**config.mk**
```make
export PLATFORM = sky130hd
export DESIGN_NAME = seq_signed_divider
export DESIGN_NICKNAME = d
export VERILOG_FILES = /design/src/rtl/seq_div_pkg.sv /design/src/rtl/seq_div_ctrl.sv /design/src/rtl/seq_signed_divider.sv
export SDC_FILE = /design/constraint.sdc
export NUM_CORES = 1
export LEC_CHECK = 0
export ABC_AREA = 0
export CELL_PAD_IN_SITES_DETAIL_PLACEMENT = 1
export CELL_PAD_IN_SITES_GLOBAL_PLACEMENT = 2
export CORE_MARGIN = 2
export CORE_UTILIZATION = 32
export CTS_CLUSTER_DIAMETER = 100
export CTS_CLUSTER_SIZE = 40
export DETAILED_ROUTE_END_ITERATION = 10
export GPL_ROUTABILITY_DRIVEN = 0
export GPL_TIMING_DRIVEN = 0
export PLACE_DENSITY = 0.8
export SLEW_MARGIN = 20
export SYNTH_ARGS = -nofsm -noshare
export SYNTH_HDL_FRONTEND = slang
export SYNTH_SLANG_ARGS = --single-unit
```
**constraint.sdc**
```tcl
create_clock -name clk -period 2.5 [get_ports clk]
set_input_delay 0.25 -clock clk [delete_from_list [all_inputs] [get_ports clk]]
set_output_delay 0.25 -clock clk [all_outputs]
set_load 0.01 [all_outputs]
```
**src/rtl/seq_div_pkg.sv**
```systemverilog
// Shared types and helpers for the sequential signed divider.
// The state encoding and the iteration counter width live here.
package seq_div_pkg;

  typedef enum logic [1:0] {
    IDLE = 2'd0,
    RUN  = 2'd1,
    FIX  = 2'd2
  } div_state_t;

  function automatic int div_cnt_w(input int width);
    return (width < 2) ? 1 : $clog2(width);
  endfunction

endpackage

```
**src/rtl/seq_div_ctrl.sv**
```systemverilog
// Divider sequencer: the IDLE/RUN/FIX state machine and the iteration counter.
// It decodes busy and the load/iterate/fix enables for the datapath in the top.
module seq_div_ctrl
  import seq_div_pkg::*;
#(
  parameter int WIDTH = 8
) (
  input  logic clk,
  input  logic rst,
  input  logic start,
  input  logic zero_div,
  output logic busy,
  output logic load_en,
  output logic iter_en,
  output logic fix_en
);

  localparam int            CW   = div_cnt_w(WIDTH);
  localparam logic [CW-1:0] LAST = CW'(WIDTH - 1);

  div_state_t    state_r;
  div_state_t    state_nx;
  logic [CW-1:0] cnt_r;

  always_ff @(posedge clk or posedge rst) begin
    if (rst) begin
      state_r <= IDLE;
      cnt_r   <= '0;
    end else begin
      state_r <= state_nx;
      if (load_en) begin
        cnt_r <= '0;
      end else if (iter_en) begin
        cnt_r <= cnt_r + CW'(1);
      end
    end
  end

  always_comb begin
    state_nx = state_r;
    case (state_r)
      IDLE: begin
        if (start) begin
          state_nx = zero_div ? FIX : RUN;
        end
      end
      RUN: begin
        if (cnt_r == LAST) begin
          state_nx = FIX;
        end
      end
      FIX:     state_nx = IDLE;
      default: state_nx = IDLE;
    endcase
  end

  always_comb begin
    busy    = (state_r == RUN) || (state_r == FIX);
    load_en = (state_r == IDLE) && start;
    iter_en = (state_r == RUN);
    fix_en  = (state_r == FIX);
  end

endmodule

```
**src/rtl/seq_signed_divider.sv**
```systemverilog
// Sequential truncating signed divider: radix-2 non-restoring on magnitudes, then sign fix-up.
// Optional SEQ_DIV_UNSIGNED_EN adds an is_signed input selecting unsigned operation per start.
module seq_signed_divider
  import seq_div_pkg::*;
#(
  parameter int WIDTH       = 8,
  parameter int CHECK_PARAM = 1
) (
  input  logic             clk,
  input  logic             rst,
  input  logic             start,
`ifdef SEQ_DIV_UNSIGNED_EN
  input  logic             is_signed,
`endif
  input  logic [WIDTH-1:0] dividend,
  input  logic [WIDTH-1:0] divisor,
  output logic             busy,
  output logic             done,
  output logic [WIDTH-1:0] quotient,
  output logic [WIDTH-1:0] remainder,
  output logic             div_by_zero
);

  if (CHECK_PARAM != 0 && WIDTH < 2) begin : g_param_chk
    $fatal(1, "seq_signed_divider: WIDTH must be at least 2");
  end

  logic sgn_mode;
`ifdef SEQ_DIV_UNSIGNED_EN
  assign sgn_mode = is_signed;
`else
  assign sgn_mode = 1'b1;
`endif

  // Two's complement negate when sel is set; MIN wraps onto itself.
  function automatic logic [WIDTH-1:0] cond_neg(input logic [WIDTH-1:0] v, input logic sel);
    return sel ? (-v) : v;
  endfunction

  logic load_en;
  logic iter_en;
  logic fix_en;
  logic zero_div;

  assign zero_div = (divisor == '0);

  seq_div_ctrl #(
    .WIDTH(WIDTH)
  ) u_ctrl (
    .clk     (clk),
    .rst     (rst),
    .start   (start),
    .zero_div(zero_div),
    .busy    (busy),
    .load_en (load_en),
    .iter_en (iter_en),
    .fix_en  (fix_en)
  );

  logic                    sign_a;
  logic                    sign_b;
  logic [WIDTH-1:0]        q_r;
  logic [WIDTH-1:0]        d_r;
  logic signed [WIDTH:0]   p_r;
  logic                    neg_q_r;
  logic                    neg_r_r;
  logic                    dbz_r;

  logic signed [WIDTH:0]   d_ext;
  logic signed [WIDTH:0]   p_sh;
  logic signed [WIDTH:0]   p_nx;
  logic [WIDTH-1:0]        rem_mag;
  logic [WIDTH-1:0]        quot_fix;
  logic [WIDTH-1:0]        rem_fix;

  assign sign_a = sgn_mode & dividend[WIDTH-1];
  assign sign_b = sgn_mode & divisor[WIDTH-1];

  // Non-restoring step: shift {P,Q}, subtract or add |divisor| by the sign of the old P.
  assign d_ext = $signed({1'b0, d_r});
  assign p_sh  = $signed({p_r[WIDTH-1:0], q_r[WIDTH-1]});
  assign p_nx  = p_r[WIDTH] ? (p_sh + d_ext) : (p_sh - d_ext);

  // A negative final remainder needs one restoring add; divide-by-zero reports the dividend.
  assign rem_mag  = dbz_r ? q_r
                  : (p_r[WIDTH] ? (p_r[WIDTH-1:0] + d_r) : p_r[WIDTH-1:0]);
  assign quot_fix = dbz_r ? '1 : cond_neg(q_r, neg_q_r);
  assign rem_fix  = cond_neg(rem_mag, neg_r_r);

  always_ff @(posedge clk or posedge rst) begin
    if (rst) begin
      q_r     <= '0;
      d_r     <= '0;
      p_r     <= '0;
      neg_q_r <= 1'b0;
      neg_r_r <= 1'b0;
      dbz_r   <= 1'b0;
    end else if (load_en) begin
      q_r     <= cond_neg(dividend, sign_a);
      d_r     <= cond_neg(divisor, sign_b);
      p_r     <= '0;
      neg_q_r <= sign_a ^ sign_b;
      neg_r_r <= sign_a;
      dbz_r   <= zero_div;
    end else if (iter_en) begin
      p_r <= p_nx;
      q_r <= {q_r[WIDTH-2:0], ~p_nx[WIDTH]};
    end
  end

  // Result registers only change on the fix cycle, so a reset or busy start never leaks partials.
  always_ff @(posedge clk or posedge rst) begin
    if (rst) begin
      done        <= 1'b0;
      quotient    <= '0;
      remainder   <= '0;
      div_by_zero <= 1'b0;
    end else begin
      done <= fix_en;
      if (fix_en) begin
        quotient    <= quot_fix;
        remainder   <= rem_fix;
        div_by_zero <= dbz_r;
      end
    end
  end

endmodule

```
## After elaboration in Yosys (flattened, before gate mapping)

Index checks and enable logic that the tools add are counted.

| word-level totals | value |
|---|---|
| register bits | 51 |
| input bits | 19 |
| output and inout bits | 19 |
| word-level logic and storage cells | 51 |

| cells by class | value |
|---|---|
| $add $sub $neg | 8 |
| eq/ne operators | 5 |
| multiplexer cells | 18 |
| bitwise gates (word level) | 2 |
| reductions and logical operators | 6 |

Operators by type and width:

| cell | count |
|---|---|
| $mux 8 | 9 |
| $neg 8->8 | 4 |
| $mux 9 | 3 |
| $add 9x9->9 | 1 |
| $sub 9x9->9 | 1 |
| $add 8x8->8 | 1 |
| $logic_not 8->1 | 1 |
| $mux 2 | 3 |
| $mux 3 | 2 |
| $pmux 2 s2 | 1 |
| $add 3x1->3 const B | 1 |
| $eq 3x3->1 const B | 1 |
| $eq 2x1->1 const B | 1 |
| $eq 2x2->1 const B | 1 |
| $logic_not 2->1 | 1 |
| $ne 2x1->1 const B | 1 |
| $ne 2x2->1 const B | 1 |
| $reduce_and 2->1 | 1 |
| $reduce_bool 2->1 | 1 |
| $logic_and 1x1->1 | 1 |
| $logic_or 1x1->1 | 1 |
| $not 1->1 | 1 |
| $xor 1x1->1 | 1 |

## Depth between registers and ports, before layout

Gate-level depths: netlist of run 1.

| logic depth | value |
|---|---|
| word-level depth | 5 |
| mapped depth | 12 |
| gate-level depth less buffers | 12 |

## Hierarchy

Synthesis of run 1 repeated with hierarchy kept, for this count alone.

| second synthesis, totals | value |
|---|---|
| cell total of the unflattened synthesis | 399 |
| area, all modules | 3643.5 um^2 |

Modules (own cells, without submodules):

| module | times used | cells an instance | area each (um^2) |
|---|---|---|---|
| seq_signed_divider | 1 | 371 | 3329.4 |
| seq_div_ctrl | 1 | 28 | 314.1 |

## Least setup slack after synthesis of run 1

OpenSTA, ideal clock, no wires.

| timing | value |
|---|---|
| path type | register -> register |
| start point | register p_r[8] |
| end point | register q_r[0] |
| library setup time | 0.120 ns |
| arrival | 2.298 ns |
| required time | 2.380 ns |
| setup slack | 0.082 ns |
| stages on the path, launching flop included | 13 |
| path through | dfrtp_1 > buf_4 > buf_4 > mux2_2 > inv_1 > fa_1 > nor2b_1 > o21ai_1 > a21boi_1 > o21a_1 > o41ai_2 > xnor2_1 > a31o_1 |

| between the ends | value |
|---|---|
| cells in the longest elaborated chain, start to end | 4 |

Ends and longest elaborated chain:

| item | RTL line | source |
|---|---|---|
| start: declaration | seq_signed_divider.sv:64 | `logic signed [WIDTH:0] p_r;` |
| start signal: assignment | seq_signed_divider.sv:106 | `p_r <= p_nx;` |
| $mux 9 | seq_signed_divider.sv:82 | `assign p_nx = p_r[WIDTH] ? (p_sh + d_ext) : (p_sh - d_ext);` |
| $not 1->1 | seq_signed_divider.sv:107 | `q_r <= {q_r[WIDTH-2:0], ~p_nx[WIDTH]};` |
| $mux 8 | seq_signed_divider.sv:105 | `end else if (iter_en) begin` |
| $mux 8 | seq_signed_divider.sv:98 | `end else if (load_en) begin` |
| end signal: assignment | seq_signed_divider.sv:99 | `q_r <= cond_neg(dividend, sign_a);` |
| end signal: assignment | seq_signed_divider.sv:107 |  |
| end: declaration | seq_signed_divider.sv:62 | `logic [WIDTH-1:0] q_r;` |

No other way between the ends. The select of a mux whose other input is x is not followed.
A chain may end at the register's enable or synchronous reset.

## Final worst setup path of run 1

Ends and elaborated chain as after synthesis.

==> parameters.txt, run 1 <==
Parameter                              Value

STA
  Part of the cycle the worst path needs ... 1.05
  Worst Max-Slew Pin Slew ... 0.788 ns
  Final Skew ... 0.0146 ns
  Unrepaired setup endpoints after global routing ... true
  Rel. slew slack ... 0.475
  Final Slew Violations ... 0
  Final Hold Vio Count ... 0
  Setup-failing EPs final ... 6
  Worst-case setup margin in the final layout ... -0.124 ns
  Maximum clock frequency ... 381 MHz
  Fin crit period ... 2.62 ns

Routing
  Violation count after the first detailed-routing iteration ... 96
  Residual DRC ... 0
  1st-pass router iterations ... 4
  Vias per inst ... 5.06
  Number of nets still failing antenna checks after routing ... 0
  Detail-routed net length per standard cell ... 15.8 um
  Final WL ... 9580 um
  Detailed-route via count ... 3074

Pwr
  Tot Pwr ... 6.32 mW
  Power density over the cells ... 1410 nW/um^2
  Standby leakage power ... 1.94 nW
  Worst voltage drop across the vdd grid ... 442 uV

Clocking
  Number of clock buffers inserted by TritonCTS ... 5
  Hold bufs inserted after CTS ... 0
  Clock network latency to the later pin of the worst-skew pair ... 0.32 ns
  Clock-pin slew on the worst setup and hold paths ... 0.11 ns
  Root Buffer ... sky130_fd_sc_hd__clkbuf_8
  Num Clock Sinks ... 51
  Longest Clk Path Bufs ... 2
  CTS H-tree depth ... 2
  TritonCTS clock tree ... done

Floorplanning
  Boundary Pins ... 38
  Total number of placement rows ... 38
  Core box area ... 10800 sq um
  Total die area ... 12000 sq um
  Initial cell density of the core ... 0.328
  Die extent in y ... 109 um
  DIE WIDTH ... 109 um

Setup path
  CP max stage delay ... 0.40 ns
  Slowest stage cell on the critical path ... sky130_fd_sc_hd__dfrtp_1
  Crit. End Element ... register
  Worst endpoint required time ... 2.70 ns
  Number of buffers and inverters on the critical path ... 2
  Setup CP Type ... reg -> reg
  Data arrival time of the critical path ... 2.83 ns
  Setup slack on the worst flop-to-flop path ... -0.12 ns
  Crit-path leading delay family ... compound AO/OA/AOI/OAI gates
  Largest fanout on the critical path ... 10
  Sort of element at the start of the critical path ... register
  Critical-path cell list ... buf_6 > buf_8 > nor2_2 > xor2_1 > ha_1 > nor2b_1 > o21ai_2 > a21boi_2 > o21a_1 > o41ai_2 > xnor2_1 > a31o_1

Global route
  Met2 Use GR ... 0.311
  Number of antenna violations at the first check in global routing ... 0
  Global router's overall resource usage ... 0.168
  Vias in the first global route ... 3097
  First-pass GRT wire length ... 15700 um
  Met3 Resource Use GR ... 0.0213
  Pin count of the biggest net entering global routing ... 33
  Met1 Use GR ... 0.205
  Layer with the highest usage after global routing ... met2
  Final global-route overflow total ... 0

Run status
  Outcome ... finished, violations left
  Violated checks ... setup timing

Logic synthesis
  Cell types occupying the most area after synthesis ... sky130_fd_sc_hd__dfrtp_1, sky130_fd_sc_hd__ha_1, sky130_fd_sc_hd__nor2_1, sky130_fd_sc_hd__xnor2_1, sky130_fd_sc_hd__a21oi_1
  Top-count cell post-synth ... sky130_fd_sc_hd__nor2_1
  Fraction of the mapped netlist area in compound gates ... 0.170
  Netlist area before placement ... 3560 sq um
  Synthesis warning total ... 0
  Basic-gate share of the synthesized area counting and, or, nand and nor cells ... 0.186
  Part of the Yosys area used for sequential elements ... 0.359
  Mux contribution to synthesized area ... 0.0517
  Asr flop ratio synth ... 1.00
  Top-area cell type share of the netlist area ... 0.359
  Most frequently used flop master after synthesis ... sky130_fd_sc_hd__dfrtp_1
  Number of enable-type register cells in the synthesized netlist ... 0
  Synthesized instance count ... 406
  Most area-hungry cell type in the Yosys netlist ... sky130_fd_sc_hd__dfrtp_1
  Number of nets produced by synthesis ... 452
  Mean cell area of the mapped netlist ... 8.76 sq um
  Distinct cell type count of the synthesized netlist ... 51
  Post-synthesis adder-cell area fraction ... 0.0992
  Flip-flop and latch count after synthesis ... 51
  Post-synthesis share of cell area spent on xor and xnor gates ... 0.0886
  Commonest cells post-synth ... sky130_fd_sc_hd__nor2_1, sky130_fd_sc_hd__dfrtp_1, sky130_fd_sc_hd__nand2_1
  Dominant combinational cell family by area after synthesis ... simple AND/OR/NAND/NOR gates

Placed design
  Instance count after placement with tap cells included ... 582
  Count of input and output buffers ... 35
  HPWL after detailed placement ... 7270 um

Final layout
  Core occupancy in the finished layout ... 0.413
  Number of nets in the finished design ... 513
  Filler cell count in the final layout ... 1294
  Area growth, synth to finish ... 26.0%
  Non-filler instance count after layout ... 608
  Fraction of layout cells with a size suffix above 1 ... 0.154
  Count of antenna diodes in the layout ... 0

Min path
  HP Class ... in -> async

Run
  Max-capacitance violation count ... 0
==> cell families after synthesis <==
family,Yosys count
buffers and inverters,39
DFF,51
muxes,18
AOI/OAI and AO/OA,93
xor gates and xnor gates,36
adders and majority gates,27
and+or+nand+nor,142
==> sequential cells by signal, summed over array words and instances, names as in the netlist, 2 cells and up <==
register	count
quotient	8
u_ctrl.cnt_r	3
p_r	9
u_ctrl.state_r	2
d_r	8
remainder	8
q_r	8
==> metrics by stage <==
stage	hold WS (ns)	worst slack, ns	cell area, sq um	setup TNS [ns]
floorplan	0.367	0.0820	3560	0
global placement	0.499	-0.199	4080	-3.11
detailed placement	0.511	-0.238	4100	-1.04
CTS	0.274	-0.248	4410	-0.762
global route	0.283	-0.261	4480	-1.63
finish	0.260	-0.124	4480	-0.377
==> layout make-up <==
cell class / count / area, sq um / area share
tap: 140 / 175 / 0.0391
inverter: 19 / 71.3 / 0.0159
clock inverter: 2 / 38.8 / 0.00865
clock buffer: 6 / 82.6 / 0.0184
multi-input combinational: 316 / 2220 / 0.496
timing repair buffer: 54 / 513 / 0.114
buffer: 20 / 103 / 0.0229
sequential: 51 / 1280 / 0.285
==> routing by layer <==
| metal | vias to the layer above | share of wire |
|---|---|---|
| met3 | 10 | 0.026 |
| met2 | 44 | 0.52 |
| met4 | 0 | 0.012 |
| li1 | 1523 | - |
| met5 | - | 0 |
| met1 | 1497 | 0.45 |
==> power breakdown <==
group / internal, mW / switching, mW
Clock: 0.330 / 0.306
Combinational: 1.96 / 2.15
Sequential: 1.18 / 0.389
Total: 3.47 / 2.85
==> layout by cell type, fill, tap and decap left out, types with 3 or more instances in the layout <==
cell                              netlist  routed
sky130_fd_sc_hd__nor2_1                52      51
sky130_fd_sc_hd__xnor2_1               22      22
sky130_fd_sc_hd__nor2b_1                5       4
sky130_fd_sc_hd__nor3_1                 7       5
sky130_fd_sc_hd__ha_1                  25      22
sky130_fd_sc_hd__a21oi_1               33      29
sky130_fd_sc_hd__xor2_1                14      14
sky130_fd_sc_hd__o31ai_1                4       3
sky130_fd_sc_hd__buf_6                  1       4
sky130_fd_sc_hd__buf_1                  4       4
sky130_fd_sc_hd__o21a_1                 3       3
sky130_fd_sc_hd__nand3_1                8       6
sky130_fd_sc_hd__o211ai_1               3       3
sky130_fd_sc_hd__or3_1                  7       7
sky130_fd_sc_hd__buf_4                  2      16
sky130_fd_sc_hd__clkdlybuf4s50_1        0      35
sky130_fd_sc_hd__a211oi_1               3       3
sky130_fd_sc_hd__nand2b_1               6       6
sky130_fd_sc_hd__a21oi_2                2       6
sky130_fd_sc_hd__o21ai_0               20      18
sky130_fd_sc_hd__mux2i_1               15      15
sky130_fd_sc_hd__nand2_1               42      41
sky130_fd_sc_hd__dfrtp_1               51      50
sky130_fd_sc_hd__clkbuf_8               0       6
sky130_fd_sc_hd__clkbuf_1              12      12
sky130_fd_sc_hd__inv_1                 19      17
sky130_fd_sc_hd__o21ai_1                5       4
sky130_fd_sc_hd__o21ai_2                0       3
sky130_fd_sc_hd__a22oi_1                4       4
==> final timing paths <==
path | startpoint | endpoint | depth (start not counted)
worst max-delay path | p_r[8] | q_r[0] | 12
worst min-delay path | rst | div_by_zero | 2
worst max register to register | p_r[8] | q_r[0] | 12
worst min register to register | remainder[0] | remainder[0] | 2
max in group asynchronous | rst | p_r[4] | 3
min in group clk | divisor[7] | d_r[7] | 3
==> repair_timing <==
item	CTS	global route
gates resized for setup	24	10
gates cloned	0	0
setup buffers	14	4
setup endpoints to repair	8	11
pin swaps	23	17
No activity file was read; power rests on OpenSTA's default activity.
==> inputs of run 2 (changes only) <==
clock period = 2.4 ns   (was 2.5 ns; I/O delays follow)
==> run 2 against run 1 <==
Core utilization up 1.3 points. Sequential cell count is the same. Design area increased by 3.0%. Count of clock-buffer cells in the layout shrank 1. Register-to-register slack worse by 0.06 ns. The flow still finishes with violations (setup timing). Clock power fell by 4.4%. Sequential power rose by 5%. First-iteration DRC count up 25%. Critical path depth stayed put. Combinational power up 13%.
==> parameters.txt, run 2 (synthesized netlist as in run 1, its figures left out) <==
Parameter                              Value

Global route
  Met1 Use GR ... 0.205 (-0.000368)
  Final global-route overflow total ... 0 (unchanged)
  Layer with the highest usage after global routing ... met2
  Global router's overall resource usage ... 0.169 (+0.000874)
  First-pass GRT wire length ... 15800 um (+0.70%)
  Number of antenna violations at the first check in global routing ... 0 (unchanged)
  Met2 Use GR ... 0.313 (+0.00176)
  Met3 Resource Use GR ... 0.0213 (unchanged)
  Vias in the first global route ... 3182 (+2.7%)
  Pin count of the biggest net entering global routing ... 52 (+58%)

Clocking
  CTS H-tree depth ... 2 (unchanged)
  Num Clock Sinks ... 51 (unchanged)
  Hold bufs inserted after CTS ... 0 (unchanged)
  Longest Clk Path Bufs ... 2 (unchanged)
  Clock-pin slew on the worst setup and hold paths ... 0.10 ns (about the same)
  Clock network latency to the later pin of the worst-skew pair ... 0.31 ns (about the same)
  Number of clock buffers inserted by TritonCTS ... 5 (unchanged)
  Root Buffer ... sky130_fd_sc_hd__clkbuf_8
  TritonCTS clock tree ... done

Routing
  Vias per inst ... 5.10 (+0.82%)
  Final WL ... 9940 um (+3.8%)
  Detail-routed net length per standard cell ... 16.2 um (+2.6%)
  Residual DRC ... 0 (unchanged)
  1st-pass router iterations ... 4 (unchanged)
  Detailed-route via count ... 3135 (+2.0%)
  Violation count after the first detailed-routing iteration ... 120 (+25%)
  Number of nets still failing antenna checks after routing ... 0 (unchanged)

Pwr
  Tot Pwr ... 6.90 mW (+9.2%)
  Sw Pwr ... 3.13 mW (+9.8%)
  Worst voltage drop across the vdd grid ... 446 uV (+0.94%)
  Power density over the cells ... 1490 nW/um^2 (+5.9%)
  Clock Power Share ... 0.088 (-0.013)
  Logic gate share of total power ... 0.673 (+0.022)
  Internal power contribution ... 3.77 mW (+8.6%)
  Share of power burned in registers ... 0.239 (-0.009)
  Standby leakage power ... 1.98 nW (+2.2%)
  Switching fraction of total power ... 0.453 (+0.00276)

Setup path
  Crit. End Element ... register
  Most used cell along the critical path ... sky130_fd_sc_hd__inv_2
  Data arrival time of the critical path ... 2.79 ns (-0.04 ns)
  Crit-path leading delay family ... compound AO/OA/AOI/OAI gates
  Critical-path cell list ... inv_2 > ha_4 > mux2_4 > inv_2 > fa_2 > nor2b_4 > o21ai_2 > a21boi_2 > o21a_1 > o41ai_2 > xnor2_1 > a31o_1
  Worst endpoint required time ... 2.61 ns (-0.09 ns)
  Number of buffers and inverters on the critical path ... 2 (unchanged)
  Slowest stage cell on the critical path ... sky130_fd_sc_hd__dfrtp_2
  Setup CP Type ... reg -> reg
  Sort of element at the start of the critical path ... register
  CP max stage delay ... 0.46 ns (+0.06 ns)
  Largest fanout on the critical path ... 3 (-7)

Floorplanning
  Initial cell density of the core ... 0.328 (unchanged)
  Total number of placement rows ... 38 (unchanged)
  Core box area ... 10800 sq um (unchanged)
  Total die area ... 12000 sq um (unchanged)
  DIE WIDTH ... 109 um (unchanged)
  Boundary Pins ... 38 (unchanged)
  Die extent in y ... 109 um (unchanged)

Final layout
  Core occupancy in the finished layout ... 0.426 (+0.0126)
  Fraction of layout cells with a size suffix above 1 ... 0.194 (+0.0398)
  Max reg flops ... 9 (unchanged)
  Filler cell count in the final layout ... 1297 (+0.23%)
  Register cell area after layout ... 1280 sq um (about the same)
  Area growth, synth to finish ... 29.8%
  Number of nets in the finished design ... 521 (+1.6%)
  Reg with most FFs ... p_r
  Leading cell types in the layout, fill and taps excluded ... sky130_fd_sc_hd__nor2_1, sky130_fd_sc_hd__dfrtp_1, sky130_fd_sc_hd__nand2_1, sky130_fd_sc_hd__clkdlybuf4s50_1, sky130_fd_sc_hd__a21oi_1
  Most common library cell in the layout ignoring fill and taps ... sky130_fd_sc_hd__nor2_1
  Non-filler instance count after layout ... 615 (+1.2%)
  Count of antenna diodes in the layout ... 0 (unchanged)
  Layout Cell Area excl Fill ... 4620 sq um (+3.0%)
  Multi-input gate area ... 2320 sq um (+4.3%)

Placed design
  Count of input and output buffers ... 35 (unchanged)
  Instance count after placement with tap cells included ... 581 (-0.17%)
  Placed Instance Area ... 4090 sq um (-0.43%)
  HPWL after detailed placement ... 7190 um (-1.1%)
  Post-Place Setup Slack ... -0.341 ns (-0.102 ns)

STA
  Fin Hold WS ... 0.360 ns (+0.101 ns)
  Unrepaired setup endpoints after global routing ... true
  Final Hold Vio Count ... 0 (unchanged)
  Fin crit period ... 2.58 ns (-0.0423 ns)
  Part of the cycle the worst path needs ... 1.08 (+0.0261)
  Rel. slew slack ... 0.442 (-0.0333)
  Worst-case setup margin in the final layout ... -0.182 ns (-0.0577 ns)
  Setup-failing EPs final ... 8 (+2)
  Fin Setup TNS ... -0.600 ns (-0.223 ns)
  Maximum clock frequency ... 387 MHz (+1.6%)
  Final Skew ... 0.0106 ns (-0.00403 ns)
  Final Slew Violations ... 0 (unchanged)
  Worst Max-Slew Pin Slew ... 0.838 ns (+0.0499 ns)

Run status
  Violated checks ... setup timing
  Outcome ... finished, violations left

Min path
  HP Class ... in -> reg

Run
  Max-capacitance violation count ... 0 (unchanged)
==> run 2: cell types whose count changed in the layout (fill, tap and decap cells not counted), moves of 2 or more <==
cell,previous run,this run
sky130_fd_sc_hd__buf_4,16,24
sky130_fd_sc_hd__ha_4,1,3
sky130_fd_sc_hd__inv_1,17,15
sky130_fd_sc_hd__nor3_1,5,3
==> run 2: timing repair <==
action                                  4_1_cts  5_1_grt
pin swaps                                     5       19
buffers inserted                             20        8
endpoints found under the setup margin        8       11
cloned                                        0        0
gates resized for setup                      31       25
==> run 2: final timing paths <==
path                              from          end  slack, ns  cells after the start
min                         divisor[7]       d_r[7]       0.36                      3
max reg2reg                     d_r[0]       q_r[0]      -0.18                     12
min reg2reg                div_by_zero  div_by_zero       0.52                      1
min in group asynchronous          rst  quotient[2]       0.38                      2
max                             d_r[0]       q_r[0]      -0.18                     12
max in group asynchronous          rst       d_r[1]       1.54                      2
==> run 2: power groups by stage <==
stage | combinational, mW | sequential, mW | clock, mW
global route | 5.14 | 1.71 | 0.654
finish | 4.64 | 1.65 | 0.608
detailed placement | 3.66 | 1.66 | 0
global placement | 3.54 | 1.64 | 0
floorplan | 2.63 | 1.59 | 0
CTS | 4.14 | 1.64 | 0.626
==> run 2: worst min-delay path, stage by stage <==
cell                       delay (ns)
sky130_fd_sc_hd__clkbuf_1        0.19
sky130_fd_sc_hd__nand3_1         0.12
sky130_fd_sc_hd__o21ai_0         0.08
==> run 2: layout make-up <==
class / count / area share
buffer: 20 / 0.0222
clock buffer: 5 / 0.0149
clock inverter: 2 / 0.00813
inverter: 19 / 0.0160
multi-input combinational: 316 / 0.502
sequential: 51 / 0.277
tap: 140 / 0.0379
timing repair buffer: 62 / 0.122
==> run 2: per-layer routing <==
metal	vias up	wire, um
met5	-	0
met4	0	162
met3	9	229
met2	48	5130
met1	1545	4420
li1	1533	-
==> inputs of run 3 (changes only) <==
SLEW_MARGIN = default   (was 20)
==> run 3 against run 2 <==
The run still ends with setup timing left. Highest routed layer unchanged. Design area fell by 0.60%. Hold slack got worse by 0.13 ns. First-iteration DRC count rose by 9.2%. Critical path type unchanged. Global-route usage rose by 0.19 points. Wire length rose by 0.12%.
==> parameters.txt, run 3 (synthesized netlist as in run 1, its figures left out) <==
Parameter                              Value

STA
  Worst-case setup margin in the final layout ... -0.237 ns (-0.0555 ns)
  Worst Max-Slew Pin Slew ... 0.824 ns (-0.0139 ns)
  Unrepaired setup endpoints after global routing ... true
  Fin crit period ... 2.64 ns (+0.0555 ns)
  Final Hold Vio Count ... 0 (unchanged)
  Rel. slew slack ... 0.451 (+0.00925)
  Final Skew ... 0.0105 ns (-0.0000892 ns)
  Part of the cycle the worst path needs ... 1.10 (+0.0231)
  Setup-failing EPs final ... 8 (unchanged)
  Maximum clock frequency ... 379 MHz (-2.1%)
  Final Slew Violations ... 0 (unchanged)

Floorplanning
  Initial cell density of the core ... 0.328 (unchanged)
  Boundary Pins ... 38 (unchanged)
  Die extent in y ... 109 um (unchanged)
  DIE WIDTH ... 109 um (unchanged)
  Total number of placement rows ... 38 (unchanged)
  Total die area ... 12000 sq um (unchanged)
  Core box area ... 10800 sq um (unchanged)

Global route
  Number of antenna violations at the first check in global routing ... 0 (unchanged)
  First-pass GRT wire length ... 16000 um (+1.2%)
  Global router's overall resource usage ... 0.171 (+0.00189)
  Vias in the first global route ... 3201 (+0.60%)
  Final global-route overflow total ... 0 (unchanged)
  Pin count of the biggest net entering global routing ... 36 (-31%)

Clocking
  Clock-pin slew on the worst setup and hold paths ... 0.10 ns (about the same)
  Num Clock Sinks ... 51 (unchanged)
  CTS H-tree depth ... 2 (unchanged)
  Clock network latency to the later pin of the worst-skew pair ... 0.31 ns (about the same)
  Number of clock buffers inserted by TritonCTS ... 5 (unchanged)
  Longest Clk Path Bufs ... 2 (unchanged)
  Root Buffer ... sky130_fd_sc_hd__clkbuf_8
  TritonCTS clock tree ... done

Final layout
  Most common library cell in the layout ignoring fill and taps ... sky130_fd_sc_hd__nor2_1
  Leading cell types in the layout, fill and taps excluded ... sky130_fd_sc_hd__nor2_1, sky130_fd_sc_hd__dfrtp_1, sky130_fd_sc_hd__nand2_1, sky130_fd_sc_hd__clkdlybuf4s50_1, sky130_fd_sc_hd__a21oi_1
  Area growth, synth to finish ... 29.1%
  Count of antenna diodes in the layout ... 0 (unchanged)
  Layout Cell Area excl Fill ... 4590 sq um (-0.60%)
  Core occupancy in the finished layout ... 0.423 (-0.00254)
  Multi-input gate area ... 2280 sq um (-1.5%)
  Fraction of layout cells with a size suffix above 1 ... 0.178 (-0.0161)
  Filler cell count in the final layout ... 1284 (-1.0%)
  Reg with most FFs ... p_r
  Register cell area after layout ... 1280 sq um (unchanged)
  Max reg flops ... 9 (unchanged)
  Number of nets in the finished design ... 519 (-0.38%)

Pwr
  Clock Power Share ... 0.087 (about the same)
  Logic gate share of total power ... 0.676 (+0.003)
  Share of power burned in registers ... 0.237 (-0.002)
  Internal power contribution ... 3.80 mW (+0.67%)
  Standby leakage power ... 1.98 nW (-0.23%)
  Sw Pwr ... 3.12 mW (-0.18%)
  Worst voltage drop across the vdd grid ... 436 uV (-2.2%)
  Power density over the cells ... 1510 nW/um^2 (+0.89%)
  Switching fraction of total power ... 0.451 (-0.00212)

Placed design
  Placed Instance Area ... 4100 sq um (+0.43%)
  HPWL after detailed placement ... 7300 um (+1.5%)
  Count of input and output buffers ... 35 (unchanged)

Routing
  Detail-routed net length per standard cell ... 16.2 um (+0.45%)
  1st-pass router iterations ... 4 (unchanged)
  Violation count after the first detailed-routing iteration ... 131 (+9.2%)
  Detailed-route via count ... 3114 (-0.67%)
  Final WL ... 9950 um (+0.12%)
  Residual DRC ... 0 (unchanged)
  Number of nets still failing antenna checks after routing ... 0 (unchanged)
  Vias per inst ... 5.08 (-0.35%)

Setup path
  Crit. End Element ... register
  Worst endpoint required time ... 2.60 ns (about the same)
  Setup CP Type ... reg -> reg
  Largest fanout on the critical path ... 3 (unchanged)
  Sort of element at the start of the critical path ... register
  Data arrival time of the critical path ... 2.84 ns (+0.05 ns)

Min path
  HP Class ... in -> async

Run status
  Outcome ... finished, violations left
  Violated checks ... setup timing

Run
  Max-capacitance violation count ... 0 (unchanged)
run 3: cell types whose count changed in the layout (fill, tap and decap cells not counted), sizes merged:
cell,delta
buf,-2
run 3: timing repair:
item | CTS | global route
endpoints found under the setup margin | 8 | 11
pin swaps | 4 | 8
buffers inserted | 16 | 10
hold buffers | 0 | 0
cloned | 0 | 0
gates resized for setup | 32 | 15
run 3: worst paths after layout:
kind | cells past startpoint | slack [ns] | startpoint | to
worst max-delay path | 13 | -0.24 | d_r[0] | q_r[0]
worst min-delay path | 2 | 0.23 | rst | quotient[4]
max in group asynchronous | 3 | 1.64 | rst | d_r[1]
min in group clk | 3 | 0.36 | divisor[7] | d_r[7]
worst max register to register | 13 | -0.24 | d_r[0] | q_r[0]
worst min register to register | 1 | 0.52 | div_by_zero | div_by_zero
run 3: layout make-up:
cell class | count | area share
plain buffers | 20 | 0.0234
clock inverters | 2 | 0.00818
well taps | 140 | 0.0382
clock buffers | 5 | 0.0150
flip-flops and latches | 51 | 0.279
repair buffers | 60 | 0.123
inverters | 19 | 0.0161
multi-input cells | 316 | 0.497
run 3: routing by layer:
metal | routed length, um | vias to the layer above | global-route usage
li1 | - | 1533 | -
met2 | 5050 | 53 | 0.311
met1 | 4500 | 1517 | 0.212
met3 | 242 | 11 | 0.0231
met4 | 159 | 0 | 0.0416
met5 | 0 | - | 0
run 3: power groups by stage:
| stage | logic [mW] | clock network (mW) | registers (mW) |
|---|---|---|---|
| 2_1_floorplan | 2.63 | 0 | 1.59 |
| 4_1_cts | 4.21 | 0.626 | 1.64 |
| 3_5_place_dp | 3.68 | 0 | 1.66 |
| 5_1_grt | 5.19 | 0.655 | 1.70 |
| 6_report | 4.68 | 0.605 | 1.64 |
| 3_3_place_gp | 3.54 | 0 | 1.64 |
run 3: per-stage QoR:
stage / power, mW / worst slack [ns] / cells / setup TNS [ns] / hold WS, ns
6_report: 6.92 / -0.237 / 613 / -1.05 / 0.228
5_1_grt: 7.55 / -0.355 / 613 / -2.11 / 0.247
4_1_cts: 6.48 / -0.172 / 605 / -0.508 / 0.233
3_5_place_dp: 5.34 / -0.337 / 582 / -1.83 / 0.511
3_3_place_gp: 5.18 / -0.298 / 581 / -9.05 / 0.499
2_1_floorplan: 4.21 / -0.0180 / 406 / -0.0180 / 0.357
run 3: worst max-delay path: stages, from the launching register on:
cell and delay, ns:
sky130_fd_sc_hd__dfrtp_2 0.45, sky130_fd_sc_hd__inv_2 0.09, sky130_fd_sc_hd__ha_4 0.20, sky130_fd_sc_hd__mux2_4 0.29, sky130_fd_sc_hd__inv_4 0.06, sky130_fd_sc_hd__fa_2 0.24, sky130_fd_sc_hd__nor2b_4 0.06, sky130_fd_sc_hd__o21ai_2 0.16
sky130_fd_sc_hd__a21boi_2 0.09, sky130_fd_sc_hd__o21a_1 0.20, sky130_fd_sc_hd__o41ai_2 0.25, sky130_fd_sc_hd__xnor2_1 0.10, sky130_fd_sc_hd__buf_4 0.15, sky130_fd_sc_hd__a31o_1 0.21
